[src/rtl/cr_kme_ser_pkg.sv]
// rtl/cr_kme_ser_pkg.sv - shared widths, types and helpers for the KME key serializer
package cr_kme_ser_pkg;

    localparam int KME_KEY_W  = 256;
    localparam int KME_BEAT_W = 64;

    typedef logic [KME_BEAT_W-1:0] kme_beat_t;

    // Number of narrow beats needed to carry one wide word.
    function automatic int beats_of(input int data_w, input int beat_w);
        return data_w / beat_w;
    endfunction

endpackage

[src/rtl/cr_kme_fifo_serializer.sv]
// rtl/cr_kme_fifo_serializer.sv - pops 256-bit KME key words and emits them as LSB-first narrow beats
module cr_kme_fifo_serializer
    import cr_kme_ser_pkg::*;
#(
    parameter int DATA_SIZE = KME_KEY_W,
    parameter int OUT_SIZE  = KME_BEAT_W
) (
    input  logic                 clk,
    input  logic                 rst,
    input  logic [DATA_SIZE-1:0] fifo_out,
    input  logic                 fifo_out_valid,
    output logic                 fifo_out_ack,
    input  logic                 flush,
    output logic [OUT_SIZE-1:0]  out_data,
    output logic                 out_valid,
    output logic                 out_first,
    output logic                 out_last,
    input  logic                 out_stall,
    output logic [15:0]          words_done
);

    localparam int NUM_BEATS = beats_of(DATA_SIZE, OUT_SIZE);
    localparam int IDX_W     = (NUM_BEATS > 1) ? $clog2(NUM_BEATS) : 1;
    localparam logic [IDX_W-1:0] LAST_IDX = IDX_W'(NUM_BEATS - 1);

    logic [DATA_SIZE-1:0] buf_q;
    logic                 full_q;
    logic [IDX_W-1:0]     idx_q;
    logic [15:0]          words_done_q;

    logic acc;
    logic drain;
    logic load;
    logic at_last;

    // Handshake decode: a beat leaves when held and not stalled; refill on the last beat gives zero bubble.
    always_comb begin
        at_last      = (idx_q == LAST_IDX);
        acc          = full_q & ~out_stall;
        drain        = acc & at_last;
        load         = fifo_out_valid & (~full_q | drain) & ~flush & ~rst;
        fifo_out_ack = load;
        out_valid    = full_q;
        out_first    = full_q & (idx_q == '0);
        out_last     = full_q & at_last;
        out_data     = full_q ? buf_q[int'(idx_q) * OUT_SIZE +: OUT_SIZE] : '0;
        words_done   = words_done_q;
    end

    // Word buffer and beat index; flush drops the held word but leaves buf_q contents in place.
    always_ff @(posedge clk) begin
        if (rst) begin
            buf_q  <= '0;
            full_q <= 1'b0;
            idx_q  <= '0;
        end else if (flush) begin
            full_q <= 1'b0;
            idx_q  <= '0;
        end else if (load) begin
            buf_q  <= fifo_out;
            full_q <= 1'b1;
            idx_q  <= '0;
        end else if (acc) begin
            if (at_last) begin
                full_q <= 1'b0;
                idx_q  <= '0;
            end else begin
                idx_q <= idx_q + 1'b1;
            end
        end
    end

    // Completed-word counter; a last beat accepted alongside a flush still counts as delivered.
    always_ff @(posedge clk) begin
        if (rst) begin
            words_done_q <= '0;
        end else if (drain && (words_done_q != 16'hFFFF)) begin
            words_done_q <= words_done_q + 16'd1;
        end
    end

endmodule

[config.mk]
export PLATFORM = sky130hd
export DESIGN_NAME = cr_kme_fifo_serializer
export DESIGN_NICKNAME = d
export VERILOG_FILES = /design/src/rtl/cr_kme_ser_pkg.sv /design/src/rtl/cr_kme_fifo_serializer.sv
export SDC_FILE = /design/constraint.sdc
export NUM_CORES = 1
export LEC_CHECK = 0
export ABC_AREA = 1
export CORE_MARGIN = 4
export CORE_UTILIZATION = 49
export CTS_BUF_LIST = sky130_fd_sc_hd__clkbuf_4
export CTS_CLUSTER_SIZE = 12
export DETAILED_ROUTE_END_ITERATION = 10
export PLACE_DENSITY = 0.82
export SLEW_MARGIN = 20
export SYNTH_ARGS = -nofsm -noshare
export SYNTH_HDL_FRONTEND = slang
export SYNTH_SLANG_ARGS = --single-unit
[constraint.sdc]
create_clock -name clk -period 1.87 [get_ports clk]
set_input_delay 0.374 -clock clk [delete_from_list [all_inputs] [get_ports clk]]
set_output_delay 0.374 -clock clk [all_outputs]
set_load 0.05 [all_outputs]
==> results of run 1 <==
power by group:
part / total, uW / leakage (uW) / internal [uW] / switching, uW
clock network: 5330 / 0.000543 / 2890 / 2440
registers: 6250 / 0.00225 / 6130 / 118
logic: 1570 / 0.00425 / 827 / 744
total: 13100 / 0.00704 / 9850 / 3300
timing repair:
action	in CTS	in global routing
endpoints found under the setup margin	67	315
resized for setup	95	112
buffers inserted	1	5
hold endpoints to repair	0	0
pin swaps	5	16
cloned	0	15
synthesized netlist by cell type (all sizes together):
cell / count
a21boi: 1
a21oi: 204
buf: 77
clkbuf: 45
dfxtp: 275
ha: 3
inv: 146
nand2: 442
nand3: 139
nand3b: 1
nand4: 6
nor2: 30
nor3b: 2
o21ai: 260
xnor2: 2
xor2: 4
worst max-delay path, cell delays in order (launching register included):
cell and delay [ns]:
dfxtp_4 0.47, inv_8 0.10, buf_12 0.18, a21oi_1 0.19
o21ai_1 0.15, a21oi_4 0.17, buf_12 0.15
layout by cell type, fill, tap and decap left out, types with 2 or more instances in the layout:
cell / count
xor2_1: 4
nand2_4: 4
dfxtp_2: 4
o21ai_1: 183
a21oi_1: 107
xnor2_1: 2
buf_16: 4
buf_6: 7
nand4_1: 6
clkbuf_4: 108
ha_1: 2
buf_4: 39
clkdlybuf4s50_1: 260
a21oi_2: 31
clkbuf_16: 13
o21ai_2: 28
buf_8: 4
o21ai_0: 49
diode_2: 8
nand3_1: 138
buf_12: 88
nor2_1: 28
a21oi_4: 66
clkinv_1: 6
inv_8: 2
inv_2: 4
bufinv_16: 2
dfxtp_1: 270
nand2_1: 438
inv_1: 139
inv_4: 2
registers in the layout, summed over array words and instances (netlist names):
name and count:
idx_q 2, buf_q 256, words_done 16, out_valid 1
worst max path at each step:
stage / from / to / slack, ns / cells after the start
6_report: idx_q[0] / out_data[58] / -0.59 / 6
4_1_cts: idx_q[0] / out_data[60] / -0.56 / 4
5_1_grt: idx_q[0] / out_data[59] / -0.66 / 6
3_5_place_dp: out_stall / idx_q[0] / -0.15 / 8
2_1_floorplan: out_valid / out_data[10] / -0.17 / 4
3_3_place_gp: out_stall / fifo_out_ack / -0.15 / 7
kinds of logic after synthesis:
kind of cell	after synthesis	share of synthesized area
flops	275	0.469
compound gates	465	0.198
simple gates	620	0.216
buf+inv	268	0.109
xor+xnor	6	0.00447
fa+ha+maj	3	0.00320
metrics by stage:
stage                     worst slack [ns]  power, uW  utilization  hold WS (ns)  cell area [sq um]
after global placement              -0.151       7740        0.717         0.446              16900
after CTS                           -0.563      13100        0.761         0.194              17900
after detailed placement            -0.150       7780        0.717         0.451              16900
final                               -0.589      13100        0.792         0.228              18600
after floorplan                     -0.171       6970            -         0.436              12500
after global routing                -0.664      13700        0.792         0.212              18600
area by class of cell:
type	count	area share
Multi-Input combinational cell	1095	0.321
Sequential cell	275	0.296
Timing Repair Buffer	415	0.281
Clock buffer	108	0.0435
Inverter	146	0.0308
Tap cell	319	0.0214
Clock inverter	11	0.00524
Antenna cell	8	0.00107
layer usage:
metal  track usage  vias up  routed length, um
li1              -     6136                  -
met1         0.348     5986              16300
met2         0.487      723              21100
met3        0.0704      178               3730
met4         0.168        0               2440
met5             0        -                  0
==> metrics.md, run 1 <==
| Metric | Value |
|---|---|
| Hold Path Origin | `fifo_out[214]` |
| Largest area contributor in the netlist | `dfxtp_1` |
| WP data required | `roughly 1.5 ns` |
| Mean post-synth cell area | `7.17 sq um` |
| Clk pin slew, worst setup/hold paths | `~0.06 ns` |
| Tcrit/Tclk final | `1.32` |
| Worst Max-Slew Pin Slew | `roughly 0.44 ns` |
| Max Freq | `407 MHz` |
| GP Congestion | `0.881` |
| Initial antenna violation count | `8` |
| Synthesized flop and latch total | `275` |
| WL/cell | `between 15 and 20 um` |
| First-pass GRT wire length | `63200 um` |
| Synth top area cells | `dfxtp_1, nand2_1, a21oi_1, o21ai_0, nand3_1` |
| GRT Overall Usage | `0.294` |
| Port Buffers | `~340` |
| Worst reg-to-reg setup slack | `-0.10 ns` |
| DR pass1 iterations | `5` |
| Grt total ovfl | `0` |
| Status | `complete, but fails checks` |
| # nets final | `2270` |
| Fin. Hold Viols | `0` |
| Count of cell types in the netlist | `25` |
| Final Non-Filler Cells | `2377` |
| Synth warn | `0` |
| Worst Hold Depth | `3` |
| Via-to-Cell Ratio | `5.48` |
| Hold Path End | `buf_q[214]` |
| Failing checks | `negative setup slack` |
| Leakage | `slightly above 0.007 uW` |
| Die Y | `163 um` |
| Die W | `163 um` |
| Worst reg2reg endpoint | `buf_q[86]` |
| Setup ws final | `-0.589 ns` |
| Critical Path AT | `2.09 ns` |
| Crit end category | `primary output` |
| Max-Cap Viols | `0` |
| Final WL | `43600 um` |
| Sequential cell area fraction in the yosys report | `0.469` |
| Post-CTS Hold Fix Bufs | `0` |
| RR Startpoint | `idx_q[0]` |
| Clock Tree Root | `clkbuf_4` |
| Clock Tree Buf Depth | `3` |
| Startpoint types | `flop` |
| Post-Syn Nets | `between 1.5k and 2k` |
| Top-area cell type share of the netlist area | `0.469` |
| Dpl hpwl | `27600 um` |
| CTS buffer count | `73` |
| WS Path Type | `reg2out` |
| Placed Instances | `~2.2k` |
| Worst skew pair latency | `0.69 ns` |
| Cell Rows | `56` |
| Pwr dens | `706 nW/um^2` |
| Final TNS setup | `-36.12 ns` |
| Drt initial violations | `1204` |
| Setup-failing EPs final | `171` |
| Share of cells above drive strength 1 | `0.202` |
| Slew Viols, Final | `0` |
| H-tree depth | `3` |
| Routed vias | `about 13k` |
| Fin crit period | `2.46 ns` |
| P&R area growth vs syn | `58.7%` |
| I/O pins | `~350` |
| Slew HR | `0.704` |
| Worst hold path type | `in2reg` |
| Area of the die | `26500 sq um` |
| Unrepaired setup endpoints after global routing | `yes` |
| CTS tree | `yes` |
| Mapped Area | `11700 sq um` |
| Drt drc | `0` |
| Clock Skew | `0.0371 ns` |
| CP max FO | `20` |
| R2R cell count | `12` |
| DRT antenna net count | `0` |
| Vias in the first global route | `12.7k` |
| Largest net degree at the start of global routing | `78` |
| Area of the multi-input gates | `between 5000 and 6000 sq um` |
| Clock Sinks | `approximately 280` |
| Peak supply drop | `slightly below 0.5 mV` |
| Reg area | `5510 sq um` |
| Fill cell count | `around 1.6k` |
| Initial Util | `0.499` |
| Area of the core | `about 24000 sq um` |
| Cells after Synth | `1637` |
Power figures use the tool's default switching activity.
==> run 2: changes to the inputs <==
- CORE_UTILIZATION: 49 -> 32
- PLACE_DENSITY: 0.82 -> not set
==> metrics.md, run 2 (same netlist as run 1, synthesis figures left out) <==
| Metric | Value |
|---|---|
| Placed Instances | `2387` |
| Routed vias | `between 10k and 15k` |
| Flop pwr share | `0.471` |
| DR pass1 iterations | `4` |
| Comb pwr share | `0.119` |
| Dpl hpwl | `29700 um` |
| Fill cell count | `3381` |
| CP max FO | `37` |
| Hold_ws | `0.175 ns` |
| Clk pin slew, worst setup/hold paths | `~0.06 ns` |
| Slew Viols, Final | `0` |
| Pwr dens | `692 nW/um^2` |
| Via-to-Cell Ratio | `4.86` |
| Pint | `9880 uW` |
| Hold Path Origin | `fifo_out[62]` |
| Fin crit period | `2.48 ns` |
| CP startpoint | `idx_q[0]` |
| Area of the die | `39800 sq um` |
| Cell Rows | `a little under 70` |
| Grt total ovfl | `0` |
| Max Freq | `403 MHz` |
| H-tree depth | `3` |
| Clock Skew | `slightly above 0.04 ns` |
| Startpoint types | `flop` |
| Largest net degree at the start of global routing | `47` |
| Worst Hold Depth | `3` |
| Worst Max-Slew Pin Slew | `0.487 ns` |
| Failing checks | `negative setup slack` |
| Initial Util | `0.327` |
| Post-place setup slack | `-0.226 ns` |
| Area after DPL | `17300 sq um` |
| CTS tree | `yes` |
| Max FFs per register | `approximately 260` |
| I/O pins | `345` |
| Critical Path AT | `2.11 ns` |
| Max-Cap Viols | `0` |
| Crit end category | `primary output` |
| Vias in the first global route | `12.3k` |
| Drt initial violations | `580` |
| Drt drc | `0` |
| Unrepaired setup endpoints after global routing | `yes` |
| Tcrit/Tclk final | `1.33` |
| Peak supply drop | `0.414 mV` |
| Most frequent cells in the layout | `nand2_1, dfxtp_1, clkdlybuf4s50_1, o21ai_1, inv_1` |
| Hold Path End | `buf_q[62]` |
| WL/cell | `17.9 um` |
| Area of the core | `between 30000 and 40000 sq um` |
| Slew HR | `0.675` |
| Post-CTS Hold Fix Bufs | `0` |
| DRT antenna net count | `0` |
| Status | `complete, but fails checks` |
| Final core occ | `0.534` |
| Share of cells above drive strength 1 | `0.230` |
| Commonest non-fill, non-tap cell in the layout | `nand2_1` |
| Fin. Hold Viols | `0` |
| # nets final | `2293` |
| Final WL | `45500 um` |
| Port Buffers | `344` |
| Setup ws final | `-0.611 ns` |
| First-pass GRT wire length | `68000 um` |
| Setup-failing EPs final | `around 140` |
| Final Cell Area | `19200 sq um` |
| Clock power frac | `0.411` |
| Clock Tree Buf Depth | `3` |
| P&R area growth vs syn | `63.4%` |
| GP Congestion | `about 0.81` |
| Psw | `3390 uW` |
| R2R cell count | `11` |
| Die Y | `approximately 200 um` |
| Initial antenna violation count | `10` |
| Worst hold path type | `in2reg` |
| Clock Tree Root | `clkbuf_4` |
| Clock Sinks | `between 200 and 300` |
| Die W | `200 um` |
| WS Path Type | `reg2out` |
| Final Non-Filler Cells | `2542` |
| GRT Overall Usage | `0.216` |
| Worst reg-to-reg setup slack | `-0.04 ns` |
| CTS buffer count | `80` |
| WP data required | `1.50 ns` |
| Worst skew pair latency | `0.74 ns` |
| Worst reg2reg endpoint | `buf_q[44]` |
| RR Startpoint | `idx_q[0]` |
| Largest reg by FF count | `buf_q` |
| Leakage | `0.00719 uW` |
| Switching share of power | `0.255` |
run 2: metrics by stage:
stage               setup TNS (ns)  total power, uW
finish                      -37.49            13300
global route                -64.45            13900
CTS                         -93.68            13400
detailed placement          -39.17             7810
global placement            -36.12             7790
floorplan                    -2.18             6970
run 2: per-layer routing:
metal | up-vias | share of wire | global-route usage
li1 | 6181 | - | -
met1 | 5729 | 0.43 | 0.273
met2 | 357 | 0.49 | 0.357
met3 | 75 | 0.059 | 0.0524
met4 | 2 | 0.024 | 0.0818
met5 | - | 0.00029 | 0
run 2: how the worst max path moves through the flow:
| stage | to | slack, ns | depth (start not counted) |
|---|---|---|---|
| floorplan | out_data[10] | -0.17 | 4 |
| global placement | buf_q[67] | -0.19 | 8 |
| detailed placement | buf_q[64] | -0.23 | 8 |
| CTS | fifo_out_ack | -0.73 | 8 |
| global route | out_data[54] | -0.75 | 7 |
| finish | out_data[7] | -0.61 | 6 |
run 2: critical path: stages, from the launching register on:
cell and delay (ns):
dfxtp_4 0.39, buf_12 0.15, buf_16 0.19, a21oi_1 0.18, o21ai_1 0.13, a21oi_4 0.18
buf_12 0.15
run 2: power groups by stage:
stage | registers, uW | logic [uW] | clock network (uW)
floorplan | 6330 | 633 | 0
global placement | 6350 | 1440 | 0
detailed placement | 6360 | 1450 | 0
CTS | 6240 | 1520 | 5640
global route | 6270 | 1700 | 5940
finish | 6240 | 1580 | 5450
run 2: repair_timing:
action,4_1_cts,5_1_grt
resized for setup,167,95
pin swaps,23,19
setup endpoints to repair,322,337
setup buffers,3,4
gates cloned,8,6
run 2: area by class of cell:
class | count | area (sq um) | area share
diodes | 9 | 22.5 | 0.00117
clock buffers | 115 | 863 | 0.0450
clock inverters | 10 | 72.6 | 0.00378
inverters | 146 | 573 | 0.0299
multi-input cells | 1095 | 6120 | 0.319
flip-flops and latches | 275 | 5520 | 0.287
well taps | 461 | 577 | 0.0301
repair buffers | 431 | 5440 | 0.284
